File: src/rtl/fifo_uart_tx.sv
// fifo_uart_tx: serial transmit stage that drains an 8-bit FIFO in normal
// (non-FWFT) read mode. It issues a one-cycle read strobe, captures the byte
// returned with fifo_valid, and shifts it out LSB-first as
// start + 8 data + [parity] + stop.
//
// Build option: define UART_PARITY_EN to insert an even-parity bit after the
// data bits (11-bit frame). When it is undefined the frame is 10 bits.
//
// Ports:
//   clk         system clock, rising edge
//   rst_n       asynchronous active-low reset
//   tx_en       allow fetching new bytes (not an abort)
//   fifo_data   FIFO data_out
//   fifo_empty  FIFO empty flag, sampled only in IDLE
//   fifo_valid  FIFO valid, expected the cycle after the read strobe
//   fifo_rd_en  registered single-cycle read strobe
//   tx          serial line, idles high
//   busy        high in every state except IDLE
//   frame_done  one-cycle pulse when the stop bit completes
//   rd_err      one-cycle pulse when fifo_valid is missing after a read
module fifo_uart_tx #(
  parameter int CLKS_PER_BIT = 4,
  parameter int CNT_W        = $clog2(CLKS_PER_BIT)
) (
  input  logic       clk,
  input  logic       rst_n,
  input  logic       tx_en,
  input  logic [7:0] fifo_data,
  input  logic       fifo_empty,
  input  logic       fifo_valid,
  output logic       fifo_rd_en,
  output logic       tx,
  output logic       busy,
  output logic       frame_done,
  output logic       rd_err
);

  localparam logic [2:0] S_IDLE   = 3'd0;
  localparam logic [2:0] S_FETCH  = 3'd1;
  localparam logic [2:0] S_LOAD   = 3'd2;
  localparam logic [2:0] S_START  = 3'd3;
  localparam logic [2:0] S_DATA   = 3'd4;
`ifdef UART_PARITY_EN
  localparam logic [2:0] S_PARITY = 3'd5;
`endif
  localparam logic [2:0] S_STOP   = 3'd6;

  localparam logic [CNT_W-1:0] CNT_LAST = CNT_W'(CLKS_PER_BIT - 1);

  logic [2:0]       state_q, state_d;
  logic [CNT_W-1:0] cnt_q, cnt_d;
  logic [2:0]       bit_q, bit_d;
  logic [7:0]       sh_q, sh_d;
  logic             tx_q, tx_d;
  logic             rd_q, rd_d;
  logic             done_q, done_d;
  logic             err_q, err_d;

  logic bit_end;
  assign bit_end = (cnt_q == CNT_LAST);

  always_comb begin
    state_d = state_q;
    cnt_d   = cnt_q;
    bit_d   = bit_q;
    sh_d    = sh_q;
    tx_d    = tx_q;
    rd_d    = 1'b0;
    done_d  = 1'b0;
    err_d   = 1'b0;

    // Baud counter only runs while a serial bit is on the line.
    if (state_q == S_START || state_q == S_DATA || state_q == S_STOP
`ifdef UART_PARITY_EN
        || state_q == S_PARITY
`endif
       ) begin
      cnt_d = bit_end ? '0 : cnt_q + 1'b1;
    end

    case (state_q)
      S_IDLE: begin
        tx_d = 1'b1;
        if (tx_en && !fifo_empty) begin
          state_d = S_FETCH;
          rd_d    = 1'b1;
        end
      end
      S_FETCH: state_d = S_LOAD;
      S_LOAD: begin
        if (fifo_valid) begin
          sh_d    = fifo_data;
          tx_d    = 1'b0;
          cnt_d   = '0;
          state_d = S_START;
        end else begin
          err_d   = 1'b1;
          state_d = S_IDLE;
        end
      end
      S_START: begin
        if (bit_end) begin
          tx_d    = sh_q[0];
          bit_d   = 3'd0;
          state_d = S_DATA;
        end
      end
      S_DATA: begin
        if (bit_end) begin
          if (bit_q == 3'd7) begin
            bit_d   = 3'd0;
`ifdef UART_PARITY_EN
            tx_d    = ^sh_q;
            state_d = S_PARITY;
`else
            tx_d    = 1'b1;
            state_d = S_STOP;
`endif
          end else begin
            bit_d = bit_q + 3'd1;
            tx_d  = sh_q[bit_q + 3'd1];
          end
        end
      end
`ifdef UART_PARITY_EN
      S_PARITY: begin
        if (bit_end) begin
          tx_d    = 1'b1;
          state_d = S_STOP;
        end
      end
`endif
      S_STOP: begin
        if (bit_end) begin
          done_d  = 1'b1;
          state_d = S_IDLE;
        end
      end
      default: begin
        tx_d    = 1'b1;
        state_d = S_IDLE;
      end
    endcase
  end

  always_ff @(posedge clk or negedge rst_n) begin
    if (!rst_n) begin
      state_q <= S_IDLE;
      cnt_q   <= '0;
      bit_q   <= 3'd0;
      sh_q    <= 8'h00;
      tx_q    <= 1'b1;
      rd_q    <= 1'b0;
      done_q  <= 1'b0;
      err_q   <= 1'b0;
    end else begin
      state_q <= state_d;
      cnt_q   <= cnt_d;
      bit_q   <= bit_d;
      sh_q    <= sh_d;
      tx_q    <= tx_d;
      rd_q    <= rd_d;
      done_q  <= done_d;
      err_q   <= err_d;
    end
  end

  assign fifo_rd_en = rd_q;
  assign tx         = tx_q;
  assign busy       = (state_q != S_IDLE);
  assign frame_done = done_q;
  assign rd_err     = err_q;

endmodule

File: config.mk
export PLATFORM = sky130hd
export DESIGN_NAME = fifo_uart_tx
export DESIGN_NICKNAME = d
export VERILOG_FILES = /design/src/rtl/fifo_uart_tx.sv
export SDC_FILE = /design/constraint.sdc
export NUM_CORES = 1
export LEC_CHECK = 0
export CORE_ASPECT_RATIO = 0.8
export CORE_UTILIZATION = 45
export CTS_CLUSTER_DIAMETER = 80
export DETAILED_ROUTE_END_ITERATION = 8
export PLACE_DENSITY = 0.74
export SYNTH_ARGS = -nofsm -noshare
export SYNTH_HDL_FRONTEND = slang
export SYNTH_SLANG_ARGS = --single-unit
File: constraint.sdc
create_clock -name clk -period 1.9 [get_ports clk]
set_clock_uncertainty 0.1 [all_clocks]
set_input_delay 0.38 -clock clk [delete_from_list [all_inputs] [get_ports clk]]
set_output_delay 0.38 -clock clk [all_outputs]
set_load 0.02 [all_outputs]
## After elaboration in Yosys (flattened, before gate mapping)

Index checks and enable logic that the tools add are counted.

| word-level totals | value |
|---|---|
| bits in registers | 20 |
| output and inout bits | 5 |
| input bits | 13 |

| cells by class | value |
|---|---|
| add/subtract/negate cells | 2 |
| eq/ne operators | 13 |
| mux-type cells | 27 |
| $lt $le $gt $ge | 1 |
| bitwise logic cells | 1 |
| reduce and logical (&&, ||, !) cells | 12 |

Operator list:

| cell | number |
|---|---|
| $mux W3 | 7 |
| $pmux W3 S6 | 1 |
| $mux W1 | 11 |
| $mux W2 | 5 |
| $ne A2 B2 Y1 const B | 5 |
| $eq A3 B3 Y1 const B | 3 |
| $eq A3 B2 Y1 const B | 2 |
| $pmux W3 S2 | 1 |
| $reduce_and A5 Y1 | 1 |
| $lt A3 B4 Y1 const B | 1 |
| $pmux W1 S4 | 1 |
| $reduce_and A4 Y1 | 1 |
| $add A3 B1 Y3 const B | 1 |
| $bmux W1 S3 | 1 |
| $eq A3 B1 Y1 const B | 1 |
| $logic_not A3 Y1 | 1 |
| $reduce_and A3 Y1 | 1 |
| $reduce_bool A3 Y1 | 1 |
| $add A2 B1 Y2 const B | 1 |
| $eq A2 B2 Y1 const B | 1 |
| $logic_or A1 B1 Y1 | 2 |
| $ne A2 B1 Y1 const B | 1 |
| $reduce_and A2 Y1 | 1 |
| $reduce_bool A2 Y1 | 1 |
| other kinds (4) | 4 |

## Longest topological paths before layout

Gate-level depths: netlist of the first run.

| depth | value |
|---|---|
| depth in word-level cells | 6 |
| depth in mapped cells | 6 |

## Least setup slack after synthesis of the first run

Ideal clock, no wire load.

| path | value |
|---|---|
| path kind | reg-to-reg |
| from | register bit_q[0] |
| to | register tx_q, in the netlist tx |
| data required time | 1.716 ns |
| slack | -0.050 ns |
| path buffers | 0 |
| cell stages (with the launch flop) | 7 |
| arrival time | 1.765 ns |
| cells stage by stage | dfrtp_1 ha_1 ha_1 mux4_2 nor2b_1 or4_1 o2111ai_1 |

| between the ends | value |
|---|---|
| cells in the longest elaborated chain, start to end | 6 |
| elaborated cells between the ends (all ways) | 7 |
| those cells by class | 1 x add/sub; 1 x eq/ne; 5 x mux |

Ends and longest elaborated chain:

| element | line | source |
|---|---|---|
| start, declared | 52 | `logic [2:0] bit_q, bit_d;` |
| start signal, assigned | 159 | `bit_q <= bit_d;` |
| $add A3 B1 Y3 | 121 | `tx_d = sh_q[bit_q + 3'd1];` |
| $bmux W1 S3 | 121 |  |
| $mux W1 (implied by the code) | 121 |  |
| $mux W1 (*) | 110 | `if (bit_q == 3'd7) begin` |
| $mux W1 (*) | 109 | `if (bit_end) begin` |
| $pmux W1 S4 (*) | 81 | `case (state_q)` |
| end signal, assigned | 161 | `tx_q <= tx_d;` |
| end, declared | 54 | `logic tx_q, tx_d;` |

Mark *: on every way between the ends. The rest lies on a longest branch, timed or not. The select of a mux whose other input is x is not followed.
A chain may end at the register's enable or synchronous reset.

## Final worst setup path of the first run

Ends and elaborated chain as after synthesis.

==> flow_summary_export.csv, run 1 <==
group,metric,value,unit
timing,fmax,519,MHz
worst_setup_path,setup.worst_path.end,"tx",
synthesis,syn_inst,98,
grt,grt_util_all_layers,21.4,%
clocking,cts_tree,"built",
timing,final_max_slew_viol_count,0,
grt,antenna_found_initial,0,
route,via_per_inst,5.66,
synthesis,synth_edf_count,0,
clocking,ctsHoldBuffers,0,
synthesis,yosysSeqAreaShare,47.9,%
power_and_ir_drop,power,2.06,mW
power_and_ir_drop,cellLeakagePower,0.602,nW
cells_and_area,fillerInstances,181,
timing,setup-violations-final,1,
timing,slew_headroom,78.3,%
cells_and_area,final_cells,154,
placed_design,placed_cells,150,
route,vias,872,
grt,grt_overflow,0,
clocking,clk_latency,310,ps
worst_setup_path,startpoint,"bit_q[0]",
placed_design,port_buffers,17,
clocking,clockBufferDepth,2,
worst_setup_path,crit_arrival,2050,ps
grt,grt_pass1_vias,826,
clocking,cts_inserted_buffers,3,
floorplan,ios,18,
clocking,cts.sinks,20,
timing,rsz0062_at_grt,"true",
route,routed_wl,2280,um
synthesis,ys_types,32,
worst_setup_path,path_class,"reg2reg",
route,ant_nets,0,
worst_setup_path,critPathMaxFanout,5,
cells_and_area,drive_gt1_share,27.9,%
synthesis,synth.avg_cell_area,10.7,sq um
synthesis,synth-seq-cells,20,
placed_design,dp_slack,-30.3,ps
power_and_ir_drop,irDropWorstVdd,0.00103,V
worst_setup_path,ff2ff_setup_slack,-30,ps
timing,setup_ws,-25.3,ps
route,drc_errors,0,
worst_setup_path,cp-start-kind,"register",
cells_and_area,area_delta_synth_final,31.1,%
timing,finalHoldViolations,0,
synthesis,synth.yosys.warnings,0,
floorplan,coreArea,0.00218,sq mm
placed_design,gp_congestion,0.840,
placed_design,hpwl,1760,um
timing,finalHoldWorstSlack,262,ps
grt,grt_pass1_wl,3890,um
route,drt_pass1_iterations,4,
worst_setup_path,worstReg2RegStart,"bit_q[0]",
route,drt_iter0_drc,16,
clocking,ctsHtreeMaxLevel,1,
outcome,violations,"setup timing",
worst_setup_path,worstSetupEndpointType,"register",
worst_setup_path,required,2030,ps
route,wl_per_cell,14.8,um
floorplan,die-width,55.9,um
timing,period_needed,1930,ps
worst_setup_path,worstReg2RegEnd,"tx",
clocking,clockRootBuffer,"clkbuf_4",
floorplan,die_h,45.2,um
worst_setup_path,r2r_cells,6,
synthesis,synthesis.area,0.00105,sq mm
timing,tightest_slew,317,ps
synthesis,async_flop_share,100,%
cells_and_area,diodes,0,
timing,finalCritPeriodShare,101,%
floorplan,rows,15,
flow_run,max_cap_violations,0,
power_and_ir_drop,cellPowerDensity,1500,mW/mm^2
synthesis,ys.flop_type,"dfrtp_1",
min_path,hold_path_class,"in2async",
cells_and_area,nets,146,
grt,grt_max_degree,19,
floorplan,start_util,48.1,%
synthesis,synth_nets,114,
outcome,status,"finished with violations",
floorplan,dieArea,0.00253,sq mm
clocking,clk_pin_slew,120,ps
## Yosys cell counts (all sizes together), types with 2 or more instances
master | number | area share (%)
nand2b | 3 | 2.5
nor3b | 2 | 1.4
dfrtp | 19 | 45
a221oi | 3 | 2.5
a211oi | 2 | 1.4
a21oi | 8 | 3.8
nand2 | 5 | 1.8
ha | 3 | 3.6
nor2 | 9 | 3.2
o22ai | 2 | 1.2
nor3 | 2 | 1.4
nor2b | 2 | 1.2
mux2 | 10 | 11
inv | 5 | 1.8
o21ai | 6 | 2.9
buf | 4 | 2.5
nand3 | 2 | 0.96
## power by group
group | internal (mW) | leakage, nW | switching [mW] | total [mW]
sequential | 0.605 | 0.253 | 0.138 | 0.743
clock | 0.0820 | 0.0150 | 0.132 | 0.214
combinational | 0.568 | 0.333 | 0.539 | 1.11
total | 1.26 | 0.602 | 0.808 | 2.06
## state kept, by name, indices dropped and copies added, names as in the netlist
name	cells
state_q	3
fifo_rd_en	1
rd_err	1
frame_done	1
bit_q	3
tx	1
cnt_q	2
sh_q	8
## metal layers
layer | vias up | wire (um) | GRT usage, %
met3 | 10 | 99 | 6.59
met4 | 0 | 93 | 13.2
met2 | 24 | 1010 | 34.0
li1 | 422 | - | -
met5 | - | 0 | 0
met1 | 416 | 1080 | 26.4
## worst min path at each step
stage / startpoint / cells after the start / slack [ps] / endpoint
floorplan: rst_n / 0 / -20 / bit_q[0]
global placement: sh_q[1] / 1 / 390 / sh_q[1]
detailed placement: sh_q[4] / 1 / 390 / sh_q[4]
CTS: rst_n / 2 / 260 / frame_done
global route: rst_n / 2 / 260 / frame_done
finish: rst_n / 2 / 260 / state_q[1]
## critical path, stage by stage (launching register included)
cell       delay [ps]
dfrtp_1           400
ha_2              200
ha_4              290
mux4_2            180
nor2b_1            40
or4_1             520
o2111ai_2         100
## final cells by class
cell class / count / area (sq um) / share of cell area [%]
multi-input combinational: 69 / 522 / 38.0
inverter: 5 / 18.8 / 1.37
tap: 25 / 31.3 / 2.28
clock buffer: 4 / 26.3 / 1.91
sequential: 20 / 502 / 36.6
timing repair buffer: 31 / 273 / 19.9
## through the flow
stage	utilization [%]	TNS [ps]	cell area, sq um
after floorplan	-	0	1060
after global placement	61.6	0	1340
after detailed placement	61.6	-30.3	1340
after CTS	63.0	-30.1	1370
after global routing	63.0	-80.0	1370
final	63.0	-25.3	1370
## kinds of logic (layout without fill, tap and decap cells)
group	after synthesis	after routing	synth area share [%]
mux	12	12	13.9
simple gates	29	29	15.2
buf+inv	9	40	4.30
fa+ha+maj	3	3	3.58
flops	20	20	47.9
compound gates	25	25	15.2
## layout by cell type, fill, tap and decap left out, types with 3 or more instances in the layout
master,instances
clkdlybuf4s50_1,15
dfrtp_1,19
clkbuf_4,3
mux2_2,10
o21ai_0,6
a21oi_1,8
nor2_1,9
nand2_1,5
a221oi_1,3
inv_1,4
buf_4,14
## timing repair
action,4_1_cts,5_1_grt
resized for setup,4,0
setup endpoints to repair,3,1
setup buffers,0,0
Note: power is estimated with default switching activity, not from simulation.
==> run 2, diff against run 1 <==
- HOLD_SLACK_MARGIN: not set -> 0.06
==> results of run 2 <==
No change in the layout: final DEF, timing and power equal those of run 1.
==> run 3, diff against run 2 <==
- SETUP_SLACK_MARGIN: not set -> 0.1
==> flow_summary_export.csv, run 3 (synthesized netlist as in run 1, its figures left out) <==
group,metric,value,unit
clocking,clockBufferDepth,2,
clocking,cts_inserted_buffers,3,
power_and_ir_drop,cellLeakagePower,0.618,nW
placed_design,port_buffers,17,
grt,grt_max_degree,21,
cells_and_area,final_cells,157,
floorplan,coreArea,0.00218,sq mm
cells_and_area,final_common_cell,"dfrtp_1",
cells_and_area,multi_input_area,547,sq um
timing,tightest_slew,286,ps
grt,antenna_found_initial,0,
floorplan,die-width,55.9,um
timing,fmax,530,MHz
timing,period_needed,1890,ps
route,via_per_inst,5.55,
outcome,status,"complete, no violations",
grt,grt_util_all_layers,21.3,%
floorplan,rows,15,
floorplan,ios,18,
cells_and_area,fillerInstances,184,
cells_and_area,largest_reg_flops,8,
grt,use_met3,6.30,%
cells_and_area,design_area,0.00142,sq mm
worst_setup_path,critPathMaxFanout,3,
placed_design,place_area,0.00135,sq mm
worst_setup_path,worstReg2RegEnd,"tx",
power_and_ir_drop,power,2.14,mW
placed_design,gp_congestion,0.815,
route,ant_nets,0,
route,drc_errors,0,
grt,grt_overflow,0,
worst_setup_path,cp-start-kind,"register",
timing,rsz0062_at_grt,"true",
grt,met2_usage,35.9,%
cells_and_area,top_register,"sh_q",
clocking,clk_pin_slew,120,ps
cells_and_area,drive_gt1_share,33.3,%
grt,grt.met1_usage,27.6,%
timing,finalHoldWorstSlack,289,ps
clocking,cts.sinks,20,
route,drt_pass1_iterations,4,
placed_design,placed_cells,150,
timing,setup-violations-final,0,
grt,grt_pass1_wl,3910,um
flow_run,max_cap_violations,0,
timing,final_max_slew_viol_count,0,
placed_design,hpwl,1750,um
cells_and_area,diodes,0,
floorplan,die_h,45.2,um
grt,grt_pass1_vias,857,
route,routed_wl,2310,um
cells_and_area,top_regs,"sh_q: 8 flops, bit_q: 3 flops, state_q: 3 flops",
route,vias,871,
worst_setup_path,required,2020,ps
worst_setup_path,crit_arrival,2010,ps
cells_and_area,register_area,503,sq um
clocking,ctsHtreeMaxLevel,1,
worst_setup_path,ff2ff_setup_slack,10,ps
route,wl_per_cell,14.7,um
floorplan,dieArea,0.00253,sq mm
worst_setup_path,setup.worst_path.end,"tx",
timing,finalHoldViolations,0,
floorplan,start_util,48.1,%
cells_and_area,nets,149,
worst_setup_path,worstReg2RegStart,"bit_q[1]",
route,drt_iter0_drc,15,
worst_setup_path,r2r_cells,6,
cells_and_area,final_cell_mix,"dfrtp_1, buf_4, clkdlybuf4s50_1",
worst_setup_path,startpoint,"bit_q[1]",
grt,busiest_layer,"met2",
clocking,clockRootBuffer,"clkbuf_4",
min_path,hold_path_class,"in2async",
timing,finalCritPeriodShare,99.3,%
worst_setup_path,worstSetupEndpointType,"register",
timing,slew_headroom,80.9,%
clocking,cts_tree,"built",
cells_and_area,area_delta_synth_final,35.8,%
power_and_ir_drop,irDropWorstVdd,0.000868,V
worst_setup_path,path_class,"reg2reg",
clocking,clk_latency,310,ps
power_and_ir_drop,cellPowerDensity,1510,mW/mm^2
[run 3: layer usage]
metal  part of all wire (%)  up-vias
met5                      0        -
met4                   0.91        0
met3                    3.7        2
met2                     47       12
met1                     48      424
li1                       -      433
[run 3: worst max-delay path: stages, from the launching register on]
cell       delay, ps
dfrtp_1          430
ha_4             180
ha_4             270
mux4_2           170
nor2b_1           40
or4_4            510
o2111ai_2         90
[run 3: how the worst min path moves through the flow]
stage | start | end | slack [ps] | cells after the start
final | rst_n | bit_q[2] | 290 | 2
after global routing | rst_n | frame_done | 310 | 2
after CTS | rst_n | bit_q[2] | 300 | 2
after detailed placement | sh_q[4] | sh_q[4] | 390 | 1
after global placement | sh_q[7] | sh_q[7] | 390 | 1
after floorplan | rst_n | bit_q[0] | -20 | 0
[run 3: power breakdown]
part           total [mW]  internal (mW)  switching [mW]
combinational        1.20          0.620           0.580
clock               0.211         0.0819           0.130
sequential          0.732          0.607           0.125
[run 3: stage by stage]
stage	worst slack, ps	TNS, ps	utilization [%]
floorplan	63.1	0	-
global placement	77.6	0	61.8
detailed placement	1.30	0	61.8
CTS	-40.0	-40.0	63.9
global route	-73.9	-73.9	65.3
finish	12.7	0	65.3
[run 3: area by class of cell]
type / instances / area share [%]
Inverter: 5 / 1.32
Timing Repair Buffer: 34 / 20.8
Clock buffer: 4 / 1.85
Tap cell: 25 / 2.20
Sequential cell: 20 / 35.4
Multi-Input combinational cell: 69 / 38.4
[run 3: repair_timing]
item,4_1_cts,5_1_grt
endpoints found under the setup margin,3,2
resized for setup,4,6
setup buffers,2,1
hold buffers,0,0
pin swaps,3,3
